[config.mk]
export PLATFORM = sky130hd
export DESIGN_NAME = pipe_hazard_unit
export DESIGN_NICKNAME = d
export VERILOG_FILES = /design/src/rtl/pipe_hazard_unit.sv
export SDC_FILE = /design/constraint.sdc
export NUM_CORES = 1
export LEC_CHECK = 0
export CORE_MARGIN = 3
export CORE_UTILIZATION = 45
export DETAILED_ROUTE_END_ITERATION = 7
export GPL_TIMING_DRIVEN = 1
export PLACE_DENSITY = 0.87
export SYNTH_ARGS = -nofsm -noshare
export SYNTH_HDL_FRONTEND = slang
export SYNTH_SLANG_ARGS = --single-unit
[constraint.sdc]
create_clock -name clk_i -period 2.6 [get_ports clk_i]
set_input_delay 0.52 -clock clk_i [delete_from_list [all_inputs] [get_ports clk_i]]
set_output_delay 0.52 -clock clk_i [all_outputs]
set_load 0.05 [all_outputs]
[src/rtl/pipe_hazard_unit.sv]
// Load-use stall and EX-operand forwarding control for an in-order pipeline.
// A per-stage scoreboard shadows every in-flight register write after decode.
module pipe_hazard_unit #(
  parameter int REG_ADDR_W        = 5,
  parameter int STAGES            = 3,
  parameter int LOAD_RESULT_STAGE = 1,
  parameter int FWD_W             = $clog2(STAGES + 1)
) (
  input  logic                         clk_i,
  input  logic                         rst_i,
  input  logic                         start_i,
  input  logic                         id_valid_i,
  input  logic [REG_ADDR_W-1:0]        id_rs_i,
  input  logic [REG_ADDR_W-1:0]        id_rt_i,
  input  logic                         id_uses_rs_i,
  input  logic                         id_uses_rt_i,
  input  logic                         id_regwrite_i,
  input  logic [REG_ADDR_W-1:0]        id_rd_i,
  input  logic                         id_memtoreg_i,
  input  logic                         flush_i,
  output logic                         stall_o,
  output logic [FWD_W-1:0]             fwd_rs_o,
  output logic [FWD_W-1:0]             fwd_rt_o,
  output logic [STAGES-1:0]            stage_valid_o,
  output logic [STAGES-1:0]            stage_regwrite_o,
  output logic [STAGES*REG_ADDR_W-1:0] stage_rd_o
);

  typedef struct packed {
    logic                  valid;
    logic                  regwrite;
    logic                  is_load;
    logic [REG_ADDR_W-1:0] rd;
  } entry_t;

  entry_t                stage_q [STAGES];
  entry_t                stage_d [STAGES];
  entry_t                id_entry;
  logic [REG_ADDR_W-1:0] src [2];
  logic [1:0]            src_used;
  logic [1:0]            hazard;
  logic [FWD_W-1:0]      sel_d [2];
  logic [FWD_W-1:0]      fwd_rs_q;
  logic [FWD_W-1:0]      fwd_rt_q;
  logic                  found;
  logic                  issue;

  assign src[0]      = id_rs_i;
  assign src[1]      = id_rt_i;
  assign src_used[0] = id_uses_rs_i;
  assign src_used[1] = id_uses_rt_i;

  // Lowest stage index is the youngest producer, so the first hit wins.
  always_comb begin
    found    = 1'b0;
    hazard   = '0;
    sel_d[0] = '0;
    sel_d[1] = '0;
    for (int o = 0; o < 2; o++) begin
      found = 1'b0;
      for (int k = 0; k < STAGES; k++) begin
        if (!found && src_used[o] && (src[o] != '0) && stage_q[k].valid &&
            stage_q[k].regwrite && (stage_q[k].rd == src[o])) begin
          found     = 1'b1;
          hazard[o] = stage_q[k].is_load && (k < LOAD_RESULT_STAGE);
          if (k + 1 < STAGES) sel_d[o] = FWD_W'(k + 1);
        end
      end
    end
  end

  assign stall_o = id_valid_i & ~flush_i & (|hazard);
  assign issue   = id_valid_i & ~flush_i & ~(|hazard);

  // Writes to r0 are recorded as non-writing so r0 can never match.
  assign id_entry.valid    = 1'b1;
  assign id_entry.regwrite = id_regwrite_i & (id_rd_i != '0);
  assign id_entry.is_load  = id_memtoreg_i;
  assign id_entry.rd       = id_rd_i;

  genvar gi;
  generate
    for (gi = 0; gi < STAGES; gi++) begin : g_stage
      if (gi == 0) begin : g_head
        assign stage_d[gi] = issue ? id_entry : '0;
      end else begin : g_tail
        assign stage_d[gi] = stage_q[gi-1];
      end
      assign stage_valid_o[gi]                             = stage_q[gi].valid;
      assign stage_regwrite_o[gi]                          = stage_q[gi].valid & stage_q[gi].regwrite;
      assign stage_rd_o[gi*REG_ADDR_W +: REG_ADDR_W]       = stage_q[gi].rd;
    end
  endgenerate

  always_ff @(posedge clk_i) begin
    if (rst_i) begin
      for (int k = 0; k < STAGES; k++) stage_q[k] <= '0;
      fwd_rs_q <= '0;
      fwd_rt_q <= '0;
    end else if (start_i) begin
      for (int k = 0; k < STAGES; k++) stage_q[k] <= stage_d[k];
      fwd_rs_q <= issue ? sel_d[0] : '0;
      fwd_rt_q <= issue ? sel_d[1] : '0;
    end
  end

  assign fwd_rs_o = fwd_rs_q;
  assign fwd_rt_o = fwd_rt_q;

endmodule

Word-level counts from Yosys, hierarchy flattened
Memories as Yosys holds them, arrays and structs flattened.
Index checks and enable logic that the tools add are counted.
{ "word_totals": {"ff_bits": 4, "wordCells": 82, "mem_count": 1, "ramBits": 24, "input_bits": 24} }
{ "classes": {"mux": 25, "n_eq_ne": 6, "bitwise": 12, "reduce_logical": 36} }
{ "memory_table": {"columns": ["name", "depth", "word_bits", "rd", "rd_ports_with_merged_regs", "write_ports", "line", "source"], "rows": [
  ["stage_q", 3, 8, 3, 0, 3, "36", "entry_t stage_q [STAGES];"]
]} }
{ "ops": {"columns": ["cell", "n"], "rows": [
  ["2-to-1 mux 8 bit", 4],
  ["equality test 5 bit", 6],
  ["logical AND 1 bit", 28],
  ["2-to-1 mux 1 bit", 17],
  ["nonzero test 5 bit", 3],
  ["2-to-1 mux 2 bit", 4],
  ["bitwise AND 1 bit", 7],
  ["logical NOT 1 bit", 4],
  ["bitwise OR 1 bit", 3],
  ["inverter 1 bit", 2],
  ["OR reduction 2 bit", 1]
]} }

Depth between registers and ports, before layout
Gate-level depths: netlist of run 1.
{ "depth": {"ltp_word": 25, "depth_mapped": 6, "ltp_nobuf": 5} }

Worst setup path before layout of run 1
No wires, ideal clock.
{ "synth_path": {"path_kind": "input -> output", "startpoint": "in id_rt_i[1]", "endpoint": "out stall_o", "required_time_ns": 2.080, "arrival_time_ns": 2.024, "cell_stages": 6, "slack_ns": 0.056, "path_cell_list": "or4_1 -> o21a_1 -> and4_1 -> o21a_1 -> buf_6 -> and3b_1"} }
{ "synth_between": {"elab_chain_cells": 22, "word_cells_on_any_way": 27} }
{ "synth_lines": {"columns": ["element", "line", "source"], "rows": [
  ["from (decl)", "14", "input logic [REG_ADDR_W-1:0] id_rt_i,"],
  ["nonzero test 5 bit", "62", "if (!found && src_used[o] && (src[o] != '0) && stage_q[k].valid &&"],
  ["logical AND 1 bit (3 in series)", "62", null],
  ["logical AND 1 bit", "63", "stage_q[k].regwrite && (stage_q[k].rd == src[o])) begin"],
  ["2-to-1 mux 1 bit", "62", null],
  ["logical NOT 1 bit", "62", null],
  ["logical AND 1 bit (4 in series)", "62", null],
  ["logical AND 1 bit", "63", null],
  ["2-to-1 mux 1 bit", "62", null],
  ["logical NOT 1 bit", "62", null],
  ["logical AND 1 bit (4 in series)", "62", null],
  ["logical AND 1 bit", "63", null],
  ["2-to-1 mux 1 bit (*)", "62", null],
  ["OR reduction 2 bit (*)", "72", "assign stall_o = id_valid_i & ~flush_i & (|hazard);"],
  ["bitwise AND 1 bit (*)", "72", null],
  ["to (decl)", "21", "output logic stall_o,"]
]} }
Every way passes the cells marked *; elsewhere a longest branch is shown, timed or not.

==> results of run 1 <==
==> routing by layer <==
| layer | vias up | routed length, µm | track usage [%] | share of wire [%] |
|---|---|---|---|---|
| met2 | 40 | 1818 | 33.47 | 52 |
| li1 | 547 | - | - | - |
| met4 | 0 | 44 | 5.785 | 1.3 |
| met5 | - | 0 | 0 | 0 |
| met3 | 6 | 183 | 3.237 | 5.3 |
| met1 | 533 | 1424 | 20.80 | 41 |
==> state kept, by name, summed over array words and instances (netlist names) <==
| name | flops |
|---|---|
| stage_q | 22 |
| fwd_rs_o | 2 |
| fwd_rt_o | 2 |
==> through the flow <==
step                      cells  worst slack (ps)  hold WS [ps]
after detailed placement    221            -398.9         454.5
after floorplan             132             56.01         515.3
after CTS                   229            -47.69         482.1
final                       230            -35.10         481.1
after global routing        230            -125.2         521.9
after global placement      221            -313.1         450.7
==> synthesized netlist by cell type <==
master and instances:
xnor2_1 2, and3b_1 1, nor2_1 9, edfxtp_1 22
a22o_1 1, buf_6 1, and2_1 17, nor3_1 4
a22o_2 1, nand3_1 2, and4_4 1, nor3_4 1
nor4bb_1 1, o2111ai_1 2, nand3b_1 1, buf_4 18
or4_1 3, dfxtp_1 4, and4_1 1, nand2_1 10
o21ai_0 3, nor4_1 2, o21a_1 3, clkbuf_1 2
inv_1 1, nor2b_1 1, xor2_1 18
==> cells by family after synthesis <==
family / Yosys count
flip-flops: 26
AND/OR/NAND/NOR: 54
XOR/XNOR: 20
buffers and inverters: 22
AO/OA/AOI/OAI: 10
==> layout make-up <==
class | instances | area share, %
Timing Repair Buffer | 71 | 31.31
Multi-Input combinational cell | 84 | 28.18
Tap cell | 44 | 2.701
Inverter | 1 | 0.1842
Sequential cell | 26 | 36.34
Clock buffer | 3 | 1.105
Clock inverter | 1 | 0.1842
==> critical path, cell delays in order (launching register included) <==
cell	delay, ps
edfxtp_1	470
xor2_1	180
nor4_2	360
and4_1	260
o21a_1	150
and3b_2	220
buf_12	140
==> timing repair <==
item	in CTS	in global routing
buffers inserted	4	1
hold endpoints to repair	0	0
pin swaps	8	8
endpoints found under the setup margin	1	1
resized for setup	30	3
==> how the worst max path moves through the flow <==
stage | start | end | slack (ps)
after floorplan | id_rt_i[1] | stall_o | 60
after global placement | id_rs_i[1] | stall_o | -310
after detailed placement | id_rs_i[1] | stall_o | -400
after CTS | stage_q[0][1] | stall_o | -50
after global routing | stage_q[0][0] | stall_o | -130
final | stage_q[0][4] | stall_o | -40
==> power by group through the flow <==
| stage | Clock (mW) | Sequential (mW) | Combinational (mW) |
|---|---|---|---|
| floorplan | 0 | 0.497 | 0.142 |
| global placement | 0 | 0.502 | 0.220 |
| detailed placement | 0 | 0.503 | 0.224 |
| CTS | 0.179 | 0.492 | 0.230 |
| global route | 0.196 | 0.496 | 0.242 |
| finish | 0.175 | 0.492 | 0.231 |
==> summary.txt, run 1 <==
drt drc: 0
syn nets: 156
Crit Path Max Fanout: 3
clock sinks: 26
synth top area cells: edfxtp_1 (45%), xor2_1 (11%), buf_4 (9.3%), and2_1 (7.3%), dfxtp_1 (5.5%)
final-report setup violation count: 1
Combinational Power Share: 25.7%
Root Driver: clkbuf_4
Hold Path Class: flip-flop to flip-flop
setup slack, reg-to-reg: 700 ps
RSZ-0062 raised after global routing: true
hold buffers post-CTS: 0
max-slew violations: 0
FF-to-FF Start: stage_q[0][4]
Worst-path clk slew: 140 ps
hold worst-path end: fwd_rt_o[1]
arrival time at the worst endpoint: 2120 ps
design area: 2038 µm²
setup TNS: -35.10 ps
GPL Wtd Cong: 0.9321
Final nets: 211
Congestion Overflow GR: 0
TritonCTS clock tree: built
failing checks: negative setup slack
Max VDD drop: 0.2651 mV
vias per cell: 4.896
Util after Layout: 66.22%
Final period util: 101.4%
Hold Violations, Final: 0
iteration count of the initial detailed-routing pass: 4
largest net degree at the start of global routing: 16
Register Area: 740.7 µm²
Worst setup SP type: flip-flop
layout cells sized above 1: 20.97%
Core Rows: 20
Post-Synth Adder-Cell Area: 0%
number of antenna violations at the first check in global routing: 0
sw power: 0.2677 mW
die width: 62.94 µm
vias in the first global route: 1194
final worst clock skew: 8.226 ps
Routed WL per cell: 15.09 µm
io pins: 50
GRT Util Overall: 18.10%
CTS max path bufs: 2
Worst Tran Pin Value: 518.4 ps
DR vias: 1126
Ys Warns: 0
f_max: 379.5 MHz
Setup WS post-layout: -35.10 ps
CTS Buf Count: 3
Max-cap violations: 0
post-synth cell types: 27
#FFs+latches synth: 26
Antenna Cells: 0
largest family of logic cells by synthesized area: simple AND/OR/NAND/NOR gates
Tmin final: 2635 ps
first-pass GRT wire length: 5.623 mm
post-synthesis mux area share: 0%
xor/xnor share of the synthesized area: 12.01%
H-Tree Depth: 1
initial core utilization: 47.40%
Worst slew margin: 65.33%
critical path capture point type: output pin
RR Endpoint: stage_q[0][7]
WS Path Type: flip-flop to output pin
Vert. Die Dim: 62.94 µm
DIE AREA: 3961 µm²
placed wire-length estimate: 2.669 mm
worst hold stages: 2
Post-Syn Area: 1459 µm²
most frequent cells in the layout: clkdlybuf4s50_1 (38), buf_4 (22), edfxtp_1 (22), xor2_1 (18), and2_1 (17)
worst-skew pair later-pin latency: 320 ps
Internal: 0.6296 mW
CORE AREA: 3078 µm²
synthesized area per cell: 11.05 µm²
total power: 0.8973 mW
post-synthesis compound-gate area fraction: 5.060%
Clk pwr share: 19.5%
Critical Path RT: 2080 ps
post-synthesis sequential area ratio: 50.77%
Hold Path Origin: fwd_rt_o[1]
Layout area overhead: 39.71%
run status: finished, violations left
Simple-Gate Fraction of Synth Area: 21.36%
Reg2Reg Depth: 6
filler instances: 261
Iteration-0 DRC Markers: 24
share of the synthesized area in the top cell type: 45.28%
Post-Route WL: 3.471 mm
net switching fraction of the power: 29.83%
PwrDens: 440.2 nW/µm²
area of the multi-input gates: 574.3 µm²
PortBufs: 49
remaining antenna violation count: 0
cells after synthesis: 132
area leader, netlist: edfxtp_1
static leakage: 0.8320 nW
most common cell after layout, fill and taps aside: clkdlybuf4s50_1
dpl cell area: 1988 µm²
sequential share of power: 54.8%
Power figures use the tool's default switching activity.
==> run 2, diff against run 1 <==
==> constraint.sdc (replaced) <==
create_clock -name clk_i -period 2.6 [get_ports clk_i]
set_input_delay 0.39 -clock clk_i [delete_from_list [all_inputs] [get_ports clk_i]]
set_output_delay 0.39 -clock clk_i [all_outputs]
set_load 0.05 [all_outputs]
==> run 2 against run 1 <==
Net effect:
- the run now ends clean
- maximum frequency grew 4.7%
- utilization shrank 0.28 points
- clock skew shrank 4.5 ps
- design area shrank 0.43%
- clock-buffer cell count is the same
- worst setup slack gained 120 ps
- cell count shrank 3.0%
- register-to-register slack gained 40 ps
- non-clock buffer count shrank 7
- combinational power shrank 5%
- critical path type is now input port to output pin
==> summary.txt, run 2 (synthesis results as in run 1) <==
Max-cap violations: 0 (unchanged)
Critical Path RT: 2210 ps (+130 ps)
setup TNS: 0 ps (+35.10 ps)
arrival time at the worst endpoint: 2130 ps (about the same)
Setup crit start: id_rt_i[3]
clock sinks: 26 (unchanged)
number of antenna violations at the first check in global routing: 0 (unchanged)
critical path capture point type: output pin
PwrDens: 489.1 nW/µm² (+11%)
iteration count of the initial detailed-routing pass: 4 (unchanged)
CP max-delay cell: or4_1
final-report setup violation count: 0 (-1)
Layout area overhead: 39.11%
static leakage: 0.8097 nW (-2.7%)
Util after Layout: 65.94% (-0.28 points)
Max VDD drop: 0.2640 mV (-0.43%)
worst hold stages: 2 (unchanged)
run status: finished, final reports clean
most frequent cells in the layout: clkdlybuf4s50_1 (40), edfxtp_1 (22), xor2_1 (18), and2_1 (17), buf_4 (15)
Register Area: 740.7 µm² (unchanged)
max incr delay on CP: 530 ps (+60 ps)
max-slew violations: 0 (unchanged)
met3 GRT Util: 4.856% (+1.6 points)
FF-to-FF Start: stage_q[0][4]
Root Driver: clkbuf_4
hold worst-path end: fwd_rs_o[1]
cells along the critical path: dlygate4sd2_1 -> or4_1 -> o21a_1 -> and4_1 -> o21a_1 -> and3b_2 -> buf_12
Buf/Inv on CP: 2 (+1)
Hold Path Origin: fwd_rs_o[1]
H-Tree Depth: 1 (unchanged)
Core Rows: 20 (unchanged)
CORE AREA: 3078 µm² (unchanged)
largest net degree at the start of global routing: 16 (unchanged)
filler instances: 242 (-7.3%)
layout cells sized above 1: 14.53% (-6.4 points)
Non-Filler Instances: 223 (-3.0%)
Worst setup SP type: input port
Crit Path Max Fanout: 3 (unchanged)
final worst clock skew: 3.730 ps (-4.496 ps)
Post-Route WL: 3.175 mm (-8.5%)
area of the multi-input gates: 574.3 µm² (unchanged)
Crit path top cell by count: o21a_1
Tmin final: 2516 ps (-119.5 ps)
GPL Wtd Cong: 0.9183 (-1.5%)
TritonCTS clock tree: built
Worst slew margin: 65.75% (+0.42 points)
f_max: 397.5 MHz (+4.7%)
GRT Max-Usage Layer: met2
Reg2Reg Depth: 6 (unchanged)
DIE AREA: 3961 µm² (unchanged)
RR Endpoint: stage_q[0][0]
DR vias: 1096 (-2.7%)
CTS Buf Count: 3 (unchanged)
WS Path Type: input port to output pin
Worst-path clk slew: 140 ps (about the same)
Worst Tran Pin Value: 512.2 ps (-6.236 ps)
RSZ-0062 raised after global routing: false
number of flip-flops in the largest register: 22 (unchanged)
Vert. Die Dim: 62.94 µm (unchanged)
die width: 62.94 µm (unchanged)
first-pass GRT wire length: 5.161 mm (-8.2%)
initial core utilization: 47.40% (unchanged)
GRT Util Overall: 16.73% (-1.4 points)
Hold Violations, Final: 0 (unchanged)
Hold Path Class: flip-flop to flip-flop
CTS max path bufs: 2 (unchanged)
vias in the first global route: 1131 (-5.3%)
Routed WL per cell: 14.24 µm (-5.7%)
vias per cell: 4.915 (+0.39%)
most common cell after layout, fill and taps aside: clkdlybuf4s50_1
PortBufs: 49 (unchanged)
Antenna Cells: 0 (unchanged)
placed wire-length estimate: 2.561 mm (-4.0%)
global routing usage on met1: 19.45% (-1.3 points)
drt drc: 0 (unchanged)
placed insts: 218 (-1.4%)
io pins: 50 (unchanged)
worst-skew pair later-pin latency: 330 ps (about the same)
Final period util: 96.76% (-4.6 points)
Final nets: 204 (-3.3%)
largest register by flop count: stage_q
remaining antenna violation count: 0 (unchanged)
GR Layer Usage met2: 28.85% (-4.6 points)
Top delay family on crit path: simple AND/OR/NAND/NOR gates
Iteration-0 DRC Markers: 42 (+75%)
setup slack, reg-to-reg: 740 ps (+40 ps)
Congestion Overflow GR: 0 (unchanged)
[run 2: changes by cell type in the layout (fill, tap and decap cells not counted), moves of 2 or more]
cell             before  now
buf_2                 5    0
buf_4                22   15
clkdlybuf4s50_1      38   40
dlygate4sd2_1         1    8
[run 2: timing repair]
action,4_1_cts,5_1_grt
gates resized for setup,10,1
hold buffers,0,0
hold endpoints to repair,0,0
setup buffers,1,0
setup endpoints to repair,1,1
pin swaps,4,0
[run 2: worst max path at each step]
stage | slack (ps) | end | cells past startpoint
detailed placement | -70 | stall_o | 7
floorplan | 320 | stall_o | 6
CTS | 50 | stall_o | 6
finish | 80 | stall_o | 7
global route | 0.3 | stall_o | 6
global placement | -50 | stall_o | 8
[run 2: final cells by class]
type,instances,area share [%]
Timing Repair Buffer,64,29.72
Clock inverter,1,1.480
Multi-Input combinational cell,84,28.30
Sequential cell,26,36.50
Tap cell,44,2.713
Clock buffer,3,1.110
Inverter,1,0.1850
[run 2: worst min-delay path, cell delays in order, from the launching register on]
cell and delay, ps:
dfxtp_1 330, nand2_1 40, o21ai_0 60
[run 2: report_power, final]
| group | total, mW | switching, mW | internal, mW |
|---|---|---|---|
| clock | 0.279 | 0.123 | 0.156 |
| combinational | 0.220 | 0.127 | 0.0930 |
| sequential | 0.493 | 0.0186 | 0.475 |
[run 2: through the flow]
step / instance area (µm²) / hold slack, ps / total power [mW] / setup slack [ps]
after floorplan: 1459 / 515.3 / 0.6390 / 316.0
after global placement: 1966 / 451.2 / 0.7184 / -53.33
after detailed placement: 1966 / 448.4 / 0.7234 / -74.36
after CTS: 2023 / 479.2 / 0.9967 / 51.32
after global routing: 2029 / 500.5 / 1.029 / 0.3062
final: 2029 / 474.0 / 0.9926 / 84.35
[run 2: layer usage]
layer | wire (µm) | vias to the layer above
met5 | 0 | -
met4 | 41 | 0
met3 | 242 | 4
met2 | 1578 | 38
met1 | 1313 | 520
li1 | - | 534
==> run 3, diff against run 2 <==
--- a/config.mk
+++ b/config.mk
@@ -5,7 +5,7 @@
 export SDC_FILE = /design/constraint.sdc
 export NUM_CORES = 1
 export LEC_CHECK = 0
-export CORE_MARGIN = 3
+export CORE_MARGIN = 10
 export CORE_UTILIZATION = 45
 export DETAILED_ROUTE_END_ITERATION = 7
 export GPL_TIMING_DRIVEN = 1
==> run 3 against run 2 <==
Net effect:
- cell count is 2.7% higher
- clock power is 37% lower
- critical path depth stayed put
- die area is 49% higher
- via count is 2.9% higher
- largest cell class unchanged
- clock-buffer cell count is 1 higher
- maximum frequency is 0.61% lower
- first-iteration DRC count is 24% higher
- register-to-register slack worse by 130 ps
- sequential power hardly changed
==> summary.txt, run 3 (synthesis results as in run 1) <==
setup TNS: 0 ps (unchanged)
RR Endpoint: stage_q[0][7]
vias in the first global route: 1294 (+14%)
layout cells sized above 1: 16.76% (+2.2 points)
largest register by flop count: stage_q
initial core utilization: 47.40% (unchanged)
Root Driver: clkbuf_4
TritonCTS clock tree: built
Final period util: 97.35% (+0.59 points)
GRT Util Overall: 12.94% (-3.8 points)
FF-to-FF Start: stage_q[0][2]
Core Rows: 20 (unchanged)
number of antenna violations at the first check in global routing: 0 (unchanged)
Buf/Inv on CP: 2 (unchanged)
Layout area overhead: 40.57%
Internal: 0.6329 mW (-13%)
PortBufs: 49 (unchanged)
H-Tree Depth: 1 (unchanged)
CP max-delay cell: clkdlybuf4s50_1
setup slack, reg-to-reg: 610 ps (-130 ps)
RSZ-0062 raised after global routing: true
Post-Route WL: 3.832 mm (+21%)
f_max: 395.1 MHz (-0.61%)
Worst setup SP type: input port
first-pass GRT wire length: 6.189 mm (+20%)
Routed WL per cell: 16.73 µm (+18%)
final-report setup violation count: 0 (unchanged)
Hold Path Class: flip-flop to flip-flop
iteration count of the initial detailed-routing pass: 4 (unchanged)
io pins: 50 (unchanged)
most common cell after layout, fill and taps aside: clkdlybuf4s50_1
Reg2Reg Depth: 7 (+1)
worst-skew pair later-pin latency: 320 ps (about the same)
vias per cell: 4.926 (+0.22%)
net switching fraction of the power: 29.84% (+2.8 points)
area of the multi-input gates: 574.3 µm² (unchanged)
DR vias: 1128 (+2.9%)
hold buffers post-CTS: 0 (unchanged)
die width: 76.94 µm (+22%)
Critical Path RT: 2210 ps (about the same)
largest net degree at the start of global routing: 17 (+1)
cells along the critical path: clkdlybuf4s50_1 -> xor2_1 -> nor4_2 -> and4_4 -> o21a_1 -> and3b_2 -> buf_12
Final nets: 210 (+2.9%)
Register Area: 740.7 µm² (unchanged)
critical path capture point type: output pin
hold worst-path end: fwd_rt_o[1]
clock sinks: 26 (unchanged)
sequential share of power: 54.6% (+4.9 points)
worst hold stages: 2 (unchanged)
filler instances: 241 (-0.41%)
GPL Wtd Cong: 0.9570 (+4.2%)
drt drc: 0 (unchanged)
most frequent cells in the layout: clkdlybuf4s50_1 (39), edfxtp_1 (22), buf_4 (21), xor2_1 (18), and2_1 (17)
placed wire-length estimate: 2.961 mm (+16%)
Setup WS post-layout: 68.91 ps (-15.44 ps)
Non-Filler Instances: 229 (+2.7%)
DIE AREA: 5920 µm² (+49%)
Clk pwr share: 19.7% (-8.5 points)
Tmin final: 2531 ps (+15.44 ps)
CTS max path bufs: 2 (unchanged)
Vert. Die Dim: 76.94 µm (+22%)
CTS Buf Count: 3 (unchanged)
final worst clock skew: 4.970 ps (+1.241 ps)
PwrDens: 439.9 nW/µm² (-10%)
WS Path Type: input port to output pin
Crit Path Max Fanout: 2 (-1)
Iteration-0 DRC Markers: 52 (+24%)
Combinational Power Share: 25.7% (+3.6 points)
CORE AREA: 3078 µm² (unchanged)
Max VDD drop: 0.2681 mV (+1.6%)
remaining antenna violation count: 0 (unchanged)
Antenna Cells: 0 (unchanged)
max-slew violations: 0 (unchanged)
Hold Violations, Final: 0 (unchanged)
number of flip-flops in the largest register: 22 (unchanged)
Top delay family on crit path: simple AND/OR/NAND/NOR gates
Util after Layout: 66.63% (+0.69 points)
sw power: 0.2692 mW (+0.11%)
placed insts: 220 (+0.92%)
Worst slew margin: 64.04% (-1.7 points)
max incr delay on CP: 450 ps (-80 ps)
Max-cap violations: 0 (unchanged)
Hold Path Origin: fwd_rt_o[1]
Worst Tran Pin Value: 537.7 ps (+25.50 ps)
pre-CTS WS: -122.9 ps (-48.52 ps)
Congestion Overflow GR: 0 (unchanged)
Worst-path clk slew: 130 ps (about the same)
run status: finished, final reports clean
static leakage: 0.8348 nW (+3.1%)
arrival time at the worst endpoint: 2140 ps (about the same)
run 3: changes by cell type in the layout (fill, tap and decap cells not counted):
| cell | previous run | this run |
|---|---|---|
| buf_4 | 15 | 21 |
| bufinv_16 | 1 | 0 |
| clkbuf_1 | 0 | 1 |
| clkdlybuf4s50_1 | 40 | 39 |
| dlymetal6s2s_1 | 0 | 1 |
run 3: how the worst max path moves through the flow:
stage	end	start	slack (ps)	depth (start not counted)
global placement	stall_o	id_rs_i[2]	-20	7
finish	stall_o	id_rs_i[0]	70	7
floorplan	stall_o	id_rt_i[1]	320	6
detailed placement	stall_o	id_rs_i[1]	-120	8
CTS	stall_o	stage_q[0][0]	40	6
global route	stall_o	stage_q[0][0]	-10	6
run 3: power by group through the flow:
| stage | Combinational, mW | Sequential, mW | Clock [mW] |
|---|---|---|---|
| 3_5_place_dp | 0.226 | 0.503 | 0 |
| 6_report | 0.232 | 0.493 | 0.177 |
| 2_1_floorplan | 0.142 | 0.497 | 0 |
| 5_1_grt | 0.244 | 0.496 | 0.201 |
| 3_3_place_gp | 0.219 | 0.502 | 0 |
| 4_1_cts | 0.228 | 0.493 | 0.180 |
run 3: through the flow:
| step | instance area (µm²) | hold slack (ps) | total power [mW] |
|---|---|---|---|
| 2_1_floorplan | 1459 | 515.3 | 0.6390 |
| 3_3_place_gp | 1981 | 454.4 | 0.7206 |
| 3_5_place_dp | 1981 | 454.6 | 0.7283 |
| 4_1_cts | 2033 | 481.2 | 0.9022 |
| 5_1_grt | 2051 | 546.2 | 0.9410 |
| 6_report | 2051 | 505.0 | 0.9020 |
run 3: area by class of cell:
type	instances	share of cell area [%]
Clock buffer	4	1.281
Inverter	1	0.1830
Multi-Input combinational cell	84	28.00
Sequential cell	26	36.12
Tap cell	44	2.685
Timing Repair Buffer	70	31.73
run 3: timing repair:
| action | in CTS | in global routing |
|---|---|---|
| setup buffers | 3 | 2 |
| endpoints found under the setup margin | 1 | 1 |
| pin swaps | 7 | 3 |
| resized for setup | 11 | 1 |
run 3: worst register-to-register path: stages (launching register included):
cell and delay, ps:
edfxtp_1 490, xor2_1 190, nor4_2 360, and4_4 280
o21a_1 140, buf_4 100, buf_4 150, nor2_1 60
run 3: layer usage:
layer,track usage [%],vias up,share of wire [%],wire [µm]
li1,-,547,-,-
met1,12.89,527,38,1473
met2,23.69,44,51,1938
met3,5.128,10,8.3,319
met4,4.461,0,2.6,101
met5,0,-,0,0
